===== config.mk =====
export PLATFORM = sky130hd
export DESIGN_NAME = data_mem_arbiter_flat
export DESIGN_NICKNAME = d
export VERILOG_FILES = /design/src/rtl/data_mem_arbiter_pkg.sv /design/src/rtl/data_mem_arbiter_if.sv /design/src/rtl/dm_arb_starve_cnt.sv /design/src/rtl/data_mem_arbiter.sv /design/src/flat_wrapper.sv
export SDC_FILE = /design/constraint.sdc
export NUM_CORES = 1
export LEC_CHECK = 0
export ABC_AREA = 1
export BUFFER_PORTS_ARGS = -buffer_cell sky130_fd_sc_hd__clkbuf_2
export CAP_MARGIN = 40
export CORE_AREA = 8 8 223 225
export CTS_BUF_LIST = sky130_fd_sc_hd__clkbuf_4
export DETAILED_ROUTE_END_ITERATION = 8
export DIE_AREA = 0 0 231 233
export GPL_TIMING_DRIVEN = 1
export HOLD_SLACK_MARGIN = 0.08
export SLEW_MARGIN = 40
export SYNTH_ARGS = -nofsm -noshare
export SYNTH_HDL_FRONTEND = slang
export SYNTH_SLANG_ARGS = --single-unit

===== constraint.sdc =====
create_clock -name clock -period 1.8 [get_ports clock]
set_input_delay 0.09 -clock clock [delete_from_list [all_inputs] [get_ports clock]]
set_output_delay 0.09 -clock clock [all_outputs]
set_load 0.03 [all_outputs]

===== src/rtl/data_mem_arbiter_pkg.sv =====
// Shared widths, requester ids and the response record used by the DataMemory port-1 arbiter.
package data_mem_arbiter_pkg;

   localparam int BIT_WIDTH   = 64;
   localparam int MEMORY_BITS = 10;

   localparam int REQ_ID_W    = 1;
   localparam int RESP_V_W    = 1;
   localparam int RESP_RD_W   = 1;
   localparam int RESP_ERR_W  = 1;
   localparam int RESP_REC_W  = RESP_V_W + REQ_ID_W + RESP_RD_W + RESP_ERR_W;

   typedef logic [REQ_ID_W-1:0] reqId_t;

   localparam reqId_t REQ_CORE = 1'b0;
   localparam reqId_t REQ_AUX  = 1'b1;

   // One outstanding response: valid, owner, read-vs-write, out-of-range.
   typedef struct packed {
      logic   v;
      reqId_t id;
      logic   rd;
      logic   err;
   } respRec_t;

endpackage


===== src/rtl/data_mem_arbiter_if.sv =====
// One requester's handshake bundle: request/command from the master, grant and response from the arbiter.
interface data_mem_arbiter_if #(
   parameter int DATA_W = 64,
   parameter int ADDR_W = 64
);
   logic              req;
   logic              we;
   logic [ADDR_W-1:0] addr;
   logic [DATA_W-1:0] wdata;
   logic              gnt;
   logic              rvalid;
   logic [DATA_W-1:0] rdata;
   logic              err;

   modport master (
      output req, we, addr, wdata,
      input  gnt, rvalid, rdata, err
   );

   modport slave (
      input  req, we, addr, wdata,
      output gnt, rvalid, rdata, err
   );
endinterface


===== src/rtl/dm_arb_starve_cnt.sv =====
// Saturating count of consecutive cycles requester 1 was kept waiting; at_limit flips priority.
module dm_arb_starve_cnt #(
   parameter int STARVE_LIMIT = 4
) (
   input  logic clock,
   input  logic rst,
   input  logic inc,
   input  logic clr,
   output logic at_limit
);
   localparam int CNT_W = $clog2(STARVE_LIMIT + 1);
   localparam logic [CNT_W-1:0] LIMIT = CNT_W'(STARVE_LIMIT);

   logic [CNT_W-1:0] waitCnt;

   always_ff @(posedge clock) begin
      if (rst) begin
         waitCnt <= '0;
      end else if (clr) begin
         waitCnt <= '0;
      end else if (inc && (waitCnt != LIMIT)) begin
         waitCnt <= waitCnt + 1'b1;
      end
   end

   assign at_limit = (waitCnt == LIMIT);
endmodule


===== src/rtl/data_mem_arbiter.sv =====
// Shares DataMemory port 1 between the core (m0) and an auxiliary master (m1); range-checks
// each access and steers the 1-cycle registered read data back to the requester that issued it.
module data_mem_arbiter
   import data_mem_arbiter_pkg::*;
#(
   parameter int DATA_W       = BIT_WIDTH,
   parameter int ADDR_W       = BIT_WIDTH,
   parameter int MEM_BITS     = MEMORY_BITS,
   parameter int STARVE_LIMIT = 4
) (
   input  logic               clock,
   input  logic               rst,
   data_mem_arbiter_if.slave  m0,
   data_mem_arbiter_if.slave  m1,
   output logic               mem_read_en,
   output logic               mem_write_en,
   output logic [ADDR_W-1:0]  mem_addr,
   output logic [DATA_W-1:0]  mem_wdata,
   input  logic [DATA_W-1:0]  mem_rdata
);
   // Highest byte address where a full 4-byte word still fits.
   localparam logic [MEM_BITS-1:0] LAST_WORD = MEM_BITS'((1 << MEM_BITS) - 4);

   function automatic logic addrInRange(input logic [ADDR_W-1:0] a);
      return (a[ADDR_W-1:MEM_BITS] == '0) && (a[MEM_BITS-1:0] <= LAST_WORD);
   endfunction

   logic              gnt0;
   logic              gnt1;
   logic              anyGnt;
   logic              m1Starved;
   logic              winWe;
   logic [ADDR_W-1:0] winAddr;
   logic [DATA_W-1:0] winWdata;
   logic              winInRange;
   respRec_t          resp;
   logic              respLive;
   logic [DATA_W-1:0] respData;

   always_comb begin
      gnt0 = 1'b0;
      gnt1 = 1'b0;
      if (!rst) begin
         if (m1.req && (!m0.req || m1Starved)) begin
            gnt1 = 1'b1;
         end else if (m0.req) begin
            gnt0 = 1'b1;
         end
      end
   end

   assign anyGnt = gnt0 | gnt1;
   assign m0.gnt = gnt0;
   assign m1.gnt = gnt1;

   always_comb begin
      winWe    = m0.we;
      winAddr  = m0.addr;
      winWdata = m0.wdata;
      if (gnt1) begin
         winWe    = m1.we;
         winAddr  = m1.addr;
         winWdata = m1.wdata;
      end
   end

   assign winInRange = addrInRange(winAddr);

   // Out-of-range grants still show the address but never enable the memory.
   always_comb begin
      mem_read_en  = 1'b0;
      mem_write_en = 1'b0;
      mem_addr     = '0;
      mem_wdata    = '0;
      if (anyGnt) begin
         mem_addr  = winAddr;
         mem_wdata = winWdata;
         if (winInRange) begin
            mem_read_en  = !winWe;
            mem_write_en = winWe;
         end
      end
   end

   dm_arb_starve_cnt #(
      .STARVE_LIMIT (STARVE_LIMIT)
   ) u_starve (
      .clock    (clock),
      .rst      (rst),
      .inc      (m1.req && !gnt1),
      .clr      (gnt1 || !m1.req),
      .at_limit (m1Starved)
   );

   always_ff @(posedge clock) begin
      if (rst) begin
         resp <= '0;
      end else begin
         resp.v   <= anyGnt;
         resp.id  <= gnt1 ? REQ_AUX : REQ_CORE;
         resp.rd  <= !winWe;
         resp.err <= !winInRange;
      end
   end

   // A response left over from the cycle before reset must not surface while rst is high.
   assign respLive = resp.v && !rst;
   assign respData = (resp.rd && !resp.err) ? mem_rdata : '0;

   assign m0.rvalid = respLive && (resp.id == REQ_CORE);
   assign m1.rvalid = respLive && (resp.id == REQ_AUX);
   assign m0.err    = m0.rvalid && resp.err;
   assign m1.err    = m1.rvalid && resp.err;
   assign m0.rdata  = m0.rvalid ? respData : '0;
   assign m1.rdata  = m1.rvalid ? respData : '0;
endmodule


===== src/flat_wrapper.sv =====
// flat-port wrapper written by rule: the top's interface ports become plain ports
module data_mem_arbiter_flat import data_mem_arbiter_pkg::*;
#(
   parameter int DATA_W       = BIT_WIDTH,
   parameter int ADDR_W       = BIT_WIDTH,
   parameter int MEM_BITS     = MEMORY_BITS,
   parameter int STARVE_LIMIT = 4
)
  (clock, rst, mem_read_en, mem_write_en, mem_addr, mem_wdata, mem_rdata, m0_req, m0_we, m0_addr, m0_wdata, m0_gnt, m0_rvalid, m0_rdata, m0_err, m1_req, m1_we, m1_addr, m1_wdata, m1_gnt, m1_rvalid, m1_rdata, m1_err);
  data_mem_arbiter_if #(.DATA_W(DATA_W), .ADDR_W(ADDR_W)) m0_i ();
  data_mem_arbiter_if #(.DATA_W(DATA_W), .ADDR_W(ADDR_W)) m1_i ();
  input  logic clock;
  input  logic rst;
  output logic mem_read_en;
  output logic mem_write_en;
  output logic [ADDR_W-1:0] mem_addr;
  output logic [DATA_W-1:0] mem_wdata;
  input  logic [DATA_W-1:0] mem_rdata;
  input wire logic [$bits(m0_i.req)-1:0] m0_req;
  input wire logic [$bits(m0_i.we)-1:0] m0_we;
  input wire logic [$bits(m0_i.addr)-1:0] m0_addr;
  input wire logic [$bits(m0_i.wdata)-1:0] m0_wdata;
  output wire logic [$bits(m0_i.gnt)-1:0] m0_gnt;
  output wire logic [$bits(m0_i.rvalid)-1:0] m0_rvalid;
  output wire logic [$bits(m0_i.rdata)-1:0] m0_rdata;
  output wire logic [$bits(m0_i.err)-1:0] m0_err;
  input wire logic [$bits(m1_i.req)-1:0] m1_req;
  input wire logic [$bits(m1_i.we)-1:0] m1_we;
  input wire logic [$bits(m1_i.addr)-1:0] m1_addr;
  input wire logic [$bits(m1_i.wdata)-1:0] m1_wdata;
  output wire logic [$bits(m1_i.gnt)-1:0] m1_gnt;
  output wire logic [$bits(m1_i.rvalid)-1:0] m1_rvalid;
  output wire logic [$bits(m1_i.rdata)-1:0] m1_rdata;
  output wire logic [$bits(m1_i.err)-1:0] m1_err;
  assign m0_i.req = m0_req;
  assign m0_i.we = m0_we;
  assign m0_i.addr = m0_addr;
  assign m0_i.wdata = m0_wdata;
  assign m0_gnt = m0_i.gnt;
  assign m0_rvalid = m0_i.rvalid;
  assign m0_rdata = m0_i.rdata;
  assign m0_err = m0_i.err;
  assign m1_i.req = m1_req;
  assign m1_i.we = m1_we;
  assign m1_i.addr = m1_addr;
  assign m1_i.wdata = m1_wdata;
  assign m1_gnt = m1_i.gnt;
  assign m1_rvalid = m1_i.rvalid;
  assign m1_rdata = m1_i.rdata;
  assign m1_err = m1_i.err;
  data_mem_arbiter #(.DATA_W(DATA_W), .ADDR_W(ADDR_W), .MEM_BITS(MEM_BITS), .STARVE_LIMIT(STARVE_LIMIT)) u_core (.clock(clock), .rst(rst), .m0(m0_i), .m1(m1_i), .mem_read_en(mem_read_en), .mem_write_en(mem_write_en), .mem_addr(mem_addr), .mem_wdata(mem_wdata), .mem_rdata(mem_rdata));
endmodule

==> impl_metrics.tcl, run 1 <==
set metrics [dict create \
    status "complete, but fails checks" \
    violations "negative setup slack" \
    ys_seq_area_frac 0.0359 \
    seqCellArea_um2 145 \
    finalCritPeriodShare 1.39 \
    grt_max_degree 48 \
    grt_use_total 0.103 \
    via_per_inst 3.69 \
    cts-root-buf "clkbuf_4" \
    htreeDepth 1 \
    hold_path.class "input pin to flop" \
    cp-start-kind "flop" \
    synth_area_mm2 0.00390 \
    routed_wl_mm 31.5 \
    initial_core_util 0.0848 \
    synth_area_leaders "nand2_1, nor3_1, inv_1" \
    p_int_mw 1.26 \
    clkSinkCount 7 \
    vias 7938 \
    ant_nets 0 \
    finalCriticalPeriod_ns 2.51 \
    routabilityCongestion 0.892 \
    p_per_area_mw_per_mm2 267 \
    crit_fanout 19 \
    worst_setup_path_end_kind "primary output" \
    worst_pin_slew_ns 0.379 \
    ys_ff_latch 7 \
    cts_tree "built" \
    finalSetupViolCount 133 \
    drt_iter0_markers 311 \
    dieArea_mm2 0.0538 \
    fin_ws_ns -0.710 \
    p_sw_frac 0.555 \
    finalHoldViolations 0 \
    synth_cell_type_count 23 \
    hold_ws_ns 0.221 \
    first_global_vias 8103 \
    port-buffer-count 589 \
    multi_input_area_mm2 0.00451 \
    area_growth_syn_to_layout_pct 172 \
    cts_made_buffers 3 \
    yosys.area.top_type "nand2_1" \
    crit_required_ns 1.71 \
    avgRoutedWirePerCell_um 14.6 \
    fp.dieH_um 233 \
    synth_top_cell_area_share 0.260 \
    clkTransAtPathRegs_ns 0.06 \
    die_x_um 231 \
    worst_ep_arrival_time_ns 2.42 \
    clk_latency_ns 0.25 \
    grt_pass1_wl_mm 45.0 \
    rsz0062_at_grt "true" \
    drt_first_pass_iters 4 \
    layout-drive-gt1-share 0.641 \
    boundaryPins 590 \
    final.fill_count 5254 \
    dp_worst_setup_slack_ns -0.536 \
    leakage_nw 5.75 \
    relSlewSlack 0.745 \
    hold_buffers 0 \
    power_frac_seq 0.060 \
    avgSynthCellArea_um2 4.46 \
    dp.final_hpwl_mm 27.4 \
    fmax_mhz 398 \
    cts_buffer_depth 2 \
    ys_warn_count 0 \
    vdd_drop_max_mv 0.158 \
    drc 0 \
    final_cell_mix "clkbuf_2, nand2_1, inv_1" \
    fin_total_pwr_mw 2.83 \
    maxCapViolations 0 \
    slew_violations 0 \
    final_nets 1874 \
    fin_skew_ns 0.00592 \
    comb_power_share 0.884 \
    coreArea_mm2 0.0461 \
    p_switching_mw 1.57 \
    syn_nets 1203 \
    gr-total-overflow 0 \
    syn_inst 875 \
    rows 79 \
    path_class "flop to primary output" \
    antenna_found_initial 1 \
    clkPwrFrac 0.056 \
    layout_commonest_cell "clkbuf_2" \
]
==> synth_stat cells (all sizes together) <==
master and n:
or2 4, nor2 85, nand2 271, buf 46, nor3 131, clkbuf 28, nand3 9, ha 2
dfxtp 7, a31oi 1, nand4 26, o21bai 1, inv 160, o21ai 31, a21oi 73
==> layout make-up <==
| class | count | area share |
|---|---|---|
| well taps | 607 | 0.0716 |
| repair buffers | 740 | 0.430 |
| flip-flops and latches | 7 | 0.0137 |
| multi-input cells | 634 | 0.425 |
| clock buffers | 4 | 0.00283 |
| diodes | 1 | 0.000236 |
| inverters | 160 | 0.0573 |
==> state kept, by name, summed over array words and instances, names as in the netlist <==
signal and cells:
u_core.u_starve.waitCnt 3, u_core.resp 4
==> routing by layer <==
layer | GRT usage | vias up | share of wire
met3 | 0.0224 | 28 | 0.080
li1 | - | 4063 | -
met4 | 0.0218 | 0 | 0.015
met2 | 0.185 | 348 | 0.51
met1 | 0.126 | 3499 | 0.40
met5 | 0 | - | 0
==> cells by family after synthesis <==
family	synth area share
simple gates	0.575
flops	0.0359
fa+ha+maj	0.00641
buf+inv	0.244
compound gates	0.139
==> worst paths after layout <==
check	from	to	slack (ns)	cells past startpoint
worst max-delay path	u_core.u_starve.waitCnt[0]	mem_read_en	-0.71	14
worst min register to register	u_core.u_starve.waitCnt[0]	u_core.u_starve.waitCnt[0]	0.55	3
worst max register to register	u_core.u_starve.waitCnt[0]	u_core.resp[0]	-0.36	17
worst min-delay path	rst	u_core.resp[0]	0.22	3
==> metrics by stage <==
stage          std cells  TNS [ns]  cell area (um^2)  utilization
2_1_floorplan        875    -17.43              5570            -
3_3_place_gp        2141    -36.55             10200        0.221
3_5_place_dp        2141    -35.83             10200        0.221
4_1_cts             2146    -78.50             10300        0.224
5_1_grt             2153    -91.65             10600        0.230
6_report            2153    -76.31             10600        0.230
==> power by group through the flow <==
stage | Combinational (mW) | Sequential (mW) | Clock (mW)
2_1_floorplan | 1.39 | 0.169 | 0
3_3_place_gp | 2.41 | 0.173 | 0
3_5_place_dp | 2.41 | 0.173 | 0
4_1_cts | 2.45 | 0.170 | 0.159
5_1_grt | 2.69 | 0.171 | 0.172
6_report | 2.50 | 0.171 | 0.159
==> worst max-delay path, cell delays in order, from the launching register on <==
cell,delay (ns)
dfxtp_2,0.33
inv_2,0.07
ha_4,0.13
nand2_4,0.05
nand2_4,0.07
buf_4,0.23
nand4_1,0.20
nand2_1,0.19
nand2_1,0.06
nor2_1,0.10
nand2_1,0.07
nor2_1,0.12
nand3_2,0.13
nor3_2,0.21
clkbuf_8,0.19
==> repair_timing <==
item | in CTS | in global routing
setup endpoints to repair | 158 | 175
cloned | 1 | 3
pin swaps | 2 | 2
setup buffers | 0 | 3
gates resized for setup | 23 | 76
No activity file was read; power rests on OpenSTA's default activity.
==> run 2, diff against run 1 <==
--- a/config.mk
+++ b/config.mk
@@ -9,7 +9,6 @@
 export BUFFER_PORTS_ARGS = -buffer_cell sky130_fd_sc_hd__clkbuf_2
 export CAP_MARGIN = 40
 export CORE_AREA = 8 8 223 225
-export CTS_BUF_LIST = sky130_fd_sc_hd__clkbuf_4
 export DETAILED_ROUTE_END_ITERATION = 8
 export DIE_AREA = 0 0 231 233
 export GPL_TIMING_DRIVEN = 1
==> run 2 against run 1 <==
  * The run still ends with negative setup slack left
  * Combinational power about the same
  * Clock power increased by 140%
  * Worst hold slack got worse by 0.013 ns
  * Register-to-register slack gained 0.02 ns
  * Sequential cell count is the same
  * Die area did not move
  * First-iteration DRC count shrank 2.6%
  * Final cell count is 0.23% lower
  * Global-route usage rose by 0.069 points
  * Via count is 0.31% lower
  * Sequential share of layout area is essentially flat
  * Wire length down 1.9%
  * Largest power group unchanged
==> impl_metrics.tcl, run 2 (synthesis gave the netlist of run 1 again) <==
set metrics [dict create \
    cts_made_buffers 3 \
    reg2reg_to "u_core.resp[0]" \
    routabilityCongestion 0.892 \
    reg2regPathDepth 17 \
    path_class "flop to primary output" \
    die_x_um 231 \
    first_global_vias 8103 \
    cp-endpoint "mem_read_en" \
    grt_max_degree 48 \
    p_per_area_mw_per_mm2 286 \
    crit_path_start "u_core.u_starve.waitCnt[1]" \
    final.fill_count 5263 \
    cts-root-buf "clkbuf_16" \
    final_cell_mix "clkbuf_2, nand2_1, inv_1" \
    drt_iter0_markers 303 \
    r2r_start "u_core.u_starve.waitCnt[0]" \
    fin_ws_ns -0.697 \
    finalCritPeriodShare 1.39 \
    fin_skew_ns 0.00113 \
    relSlewSlack 0.777 \
    grt_pass1_wl_mm 45.2 \
    hold_buffers 0 \
    rows 79 \
    largest_register_ffs 4 \
    gr-total-overflow 0 \
    cts_buffer_depth 2 \
    routed_wl_mm 30.9 \
    ant_nets 0 \
    setup_tns_ns -72.11 \
    regMostFlops "u_core.resp" \
    hold_ws_ns 0.208 \
    leakage_nw 5.70 \
    vias 7913 \
    num_antenna_cells 0 \
    dp_worst_setup_slack_ns -0.536 \
    clkSinkCount 7 \
    area_growth_syn_to_layout_pct 171 \
    finalSetupViolCount 132 \
    fmax_mhz 400 \
    boundaryPins 590 \
    port-buffer-count 589 \
    reg2reg_slack_ns -0.34 \
    coreArea_mm2 0.0461 \
    crit_fanout 19 \
    rsz0062_at_grt "true" \
    worst_ep_arrival_time_ns 2.41 \
    place_area_mm2 0.0102 \
    reg_top3 "u_core.resp: 4 flops, u_core.u_starve.waitCnt: 3 flops" \
    worst_pin_slew_ns 0.334 \
    fin_total_pwr_mw 3.02 \
    avgRoutedWirePerCell_um 14.4 \
    drc 0 \
    finalHoldViolations 0 \
    hold_path.class "input pin to flop" \
    antenna_found_initial 0 \
    cp-start-kind "flop" \
    dieArea_mm2 0.0538 \
    cts_tree "built" \
    final_nets 1870 \
    postLayoutCellArea_mm2 0.0106 \
    vdd_drop_max_mv 0.259 \
    clk_latency_ns 0.23 \
    clkTransAtPathRegs_ns 0.04 \
    initial_core_util 0.0848 \
    via_per_inst 3.68 \
    violations "negative setup slack" \
    layout-drive-gt1-share 0.642 \
    crit_required_ns 1.71 \
    maxCapViolations 0 \
    worst_setup_path_end_kind "primary output" \
    status "complete, but fails checks" \
    multi_input_area_mm2 0.00449 \
    htreeDepth 1 \
    grt_use_total 0.104 \
    fp.dieH_um 233 \
    seqCellArea_um2 145 \
    layout_commonest_cell "clkbuf_2" \
    finalCriticalPeriod_ns 2.50 \
    slew_violations 0 \
    dp.final_hpwl_mm 27.4 \
    drt_first_pass_iters 4 \
]
==> run 2: layout make-up <==
| class | instances | share of cell area |
|---|---|---|
| multi-input combinational | 634 | 0.425 |
| inverter | 160 | 0.0569 |
| clock buffer | 4 | 0.00746 |
| sequential | 7 | 0.0137 |
| tap | 607 | 0.0719 |
| timing repair buffer | 736 | 0.425 |
==> run 2: routing by layer <==
metal  global-route usage  vias up  share of wire
met5                    0        -              0
met4               0.0247        0          0.016
met3               0.0230       25          0.078
met2                0.185      335           0.51
met1                0.126     3501           0.40
li1                     -     4052              -
==> run 2: timing repair <==
item                                    in CTS  in global routing
setup buffers                                0                  2
resized for setup                           29                 68
endpoints found under the setup margin     144                182
gates cloned                                 1                  0
pin swaps                                    2                  1
==> run 2: worst max-delay path: stages, from the launching register on <==
cell	delay, ns
dfxtp_2	0.31
inv_2	0.06
ha_4	0.13
nand2_4	0.05
nand2_4	0.07
buf_4	0.23
nand4_1	0.20
nand2_1	0.20
nand2_1	0.07
nor2_1	0.11
nand2_1	0.07
nor2_1	0.12
nand3_2	0.14
nor3_2	0.21
clkbuf_8	0.19
==> run 2: how the worst min path moves through the flow <==
stage	startpoint	endpoint	depth (start not counted)
after floorplan	rst	u_core.resp[0]	1
after global placement	rst	u_core.resp[0]	3
after detailed placement	rst	u_core.resp[0]	3
after CTS	rst	u_core.resp[0]	3
after global routing	rst	u_core.resp[1]	3
final	rst	u_core.resp[0]	3
==> run 2: where the power goes <==
part           leakage (nW)  switching (mW)  internal, mW
clock                0.0382          0.0869         0.295
sequential           0.0592         0.00615         0.165
combinational          5.60            1.49         0.979
==> run 2: through the flow <==
stage,std cells,util
final,2148,0.229
after global placement,2141,0.221
after global routing,2148,0.229
after CTS,2146,0.225
after floorplan,875,-
after detailed placement,2141,0.221
==> run 3, diff against run 2 <==
--- a/config.mk
+++ b/config.mk
@@ -13,6 +13,8 @@
 export DIE_AREA = 0 0 231 233
 export GPL_TIMING_DRIVEN = 1
 export HOLD_SLACK_MARGIN = 0.08
+export RECOVER_POWER = 50
+export SETUP_SLACK_MARGIN = 0.2
 export SLEW_MARGIN = 40
 export SYNTH_ARGS = -nofsm -noshare
 export SYNTH_HDL_FRONTEND = slang
==> run 3 against run 2 <==
  * The run still ends with negative setup slack left
  * Total power up 35%
  * Sequential cell count unchanged
  * Count of clock-buffer cells in the layout unchanged
  * Utilization up 8.7 points
  * First-iteration DRC count up 4.6%
  * Non-clock buffer count up 73
==> impl_metrics.tcl, run 3 (synthesis gave the netlist of run 1 again) <==
set metrics [dict create \
    critPathMostFrequentCell "nand2_1" \
    fin_skew_ns 0.000447 \
    comb_power_share 0.865 \
    max_stage_delay_ns 0.33 \
    cp-start-kind "flop" \
    ant_nets 0 \
    fin_cells 2224 \
    die_x_um 231 \
    final_nets 1946 \
    maxCapViolations 0 \
    area_growth_syn_to_layout_pct 273 \
    relSlewSlack 0.775 \
    crit_path_top_delay_cell "dfxtp_2" \
    cts_buffer_depth 2 \
    initial_core_util 0.0848 \
    p_int_mw 2.09 \
    dp_worst_setup_slack_ns -0.696 \
    num_antenna_cells 0 \
    first_global_vias 9058 \
    worst_pin_slew_ns 0.338 \
    cts_made_buffers 3 \
    finalCriticalPeriod_ns 2.53 \
    slew_violations 0 \
    cts_tree "built" \
    dp.final_hpwl_mm 30.4 \
    avgRoutedWirePerCell_um 18.1 \
    reg_top3 "u_core.resp: 4 flops, u_core.u_starve.waitCnt: 3 flops" \
    gr-total-overflow 0 \
    regMostFlops "u_core.resp" \
    via_per_inst 3.97 \
    final_cell_mix "clkbuf_2, nand2_1, buf_6" \
    antenna_found_initial 0 \
    hold_buffers 0 \
    finalSetupViolCount 135 \
    grt_pass1_wl_mm 52.2 \
    clkPwrFrac 0.091 \
    htreeDepth 1 \
    status "complete, but fails checks" \
    drt_iter0_markers 317 \
    hold_ws_ns 0.257 \
    path_class "flop to primary output" \
    routed_wl_mm 40.2 \
    port-buffer-count 589 \
    cp_num_buf_inv 4 \
    layout-drive-gt1-share 0.738 \
    fmax_mhz 396 \
    final_util 0.316 \
    power_frac_seq 0.044 \
    vdd_drop_max_mv 0.218 \
    crit_required_ns 1.71 \
    finalHoldViolations 0 \
    coreArea_mm2 0.0461 \
    grt_max_degree 31 \
    drt_first_pass_iters 4 \
    fin_ws_ns -0.727 \
    crit_fanout 7 \
    largest_register_ffs 4 \
    drc 0 \
    routabilityCongestion 0.926 \
    rows 79 \
    layout_commonest_cell "clkbuf_2" \
    clkTransAtPathRegs_ns 0.04 \
    finalCritPeriodShare 1.40 \
    p_switching_mw 2.00 \
    violations "negative setup slack" \
    clk_latency_ns 0.23 \
    vias 8824 \
    fin_total_pwr_mw 4.09 \
    dp.cells 2145 \
    worst_setup_path_end_kind "primary output" \
    hold_path.class "input pin to flop" \
    path_cells "inv_2 > ha_4 > nand2_4 > nand2_4 > nand3_4 > buf_12 > buf_4 > nand2_1 > o21ai_4 > nand2_1 > nor2_1 > nand2_1 > nor2_2 > nand3_4 > nor3_4 > buf_8" \
    clkSinkCount 7 \
    leakage_nw 7.38 \
    fp.dieH_um 233 \
    p_sw_frac 0.489 \
    rsz0062_at_grt "true" \
    grt_use_total 0.121 \
    dieArea_mm2 0.0538 \
    critPathTopFamily "simple AND/OR/NAND/NOR gates" \
    worst_ep_arrival_time_ns 2.44 \
    p_per_area_mw_per_mm2 280 \
    boundaryPins 590 \
    cts-root-buf "clkbuf_16" \
]
-- run 3: changes by cell type in the layout (fill, tap and decap cells not counted), moves of 46 or more --
cell	previous run	this run
clkbuf_2	566	364
buf_6	14	168
nor3_4	12	82
nand2_1	253	194
nor3_1	57	3
nand2_4	3	49
-- run 3: power by group through the flow --
stage / clock network, mW / registers (mW) / logic (mW)
after global routing: 0.388 / 0.182 / 3.73
after detailed placement: 0 / 0.173 / 2.69
after CTS: 0.379 / 0.171 / 2.95
final: 0.373 / 0.180 / 3.53
after floorplan: 0 / 0.170 / 1.66
after global placement: 0 / 0.172 / 2.67
-- run 3: cell type report --
class | count | area [um^2]
repair buffers | 809 | 7160
well taps | 607 | 759
flip-flops and latches | 7 | 149
fillers | 4696 | 31500
clock buffers | 4 | 78.8
multi-input cells | 637 | 5800
inverters | 160 | 627
-- run 3: worst register-to-register path, stage by stage (launching register included) --
cell and delay, ns:
dfxtp_2 0.32, inv_2 0.06, ha_4 0.14, nand2_4 0.05, nand2_4 0.07, nand3_4 0.13
buf_12 0.20, buf_16 0.16, buf_4 0.15, o21ai_2 0.13, nand2_1 0.07, nor2_1 0.13
nand3_2 0.10, buf_12 0.14, nand3_4 0.10, buf_4 0.12, nor2_1 0.03, nor2_1 0.09
-- run 3: path summary, 6_finish.rpt --
path,from,end,slack [ns],cells after the start
worst max-delay path,u_core.u_starve.waitCnt[1],mem_read_en,-0.73,16
worst min-delay path,rst,u_core.resp[1],0.26,3
worst max register to register,u_core.u_starve.waitCnt[1],u_core.resp[0],-0.45,17
worst min register to register,u_core.u_starve.waitCnt[0],u_core.u_starve.waitCnt[0],0.53,3
-- run 3: per-layer routing --
metal,GRT usage,part of all wire,vias up
met5,0,0,-
met3,0.0236,0.070,47
met2,0.221,0.51,412
li1,-,-,4230
met4,0.0319,0.028,0
met1,0.142,0.39,4135
-- run 3: per-stage QoR --
stage	area [um^2]	setup TNS, ns
5_1_grt	14600	-87.30
6_report	14600	-73.86
4_1_cts	12300	-73.94
3_5_place_dp	11400	-46.87
2_1_floorplan	6970	-0.949
3_3_place_gp	11400	-44.82
-- run 3: timing repair --
action / in CTS / in global routing
pin swaps: 3 / 28
gates cloned: 8 / 22
buffers inserted: 13 / 32
resized for setup: 115 / 790
setup endpoints to repair: 263 / 265
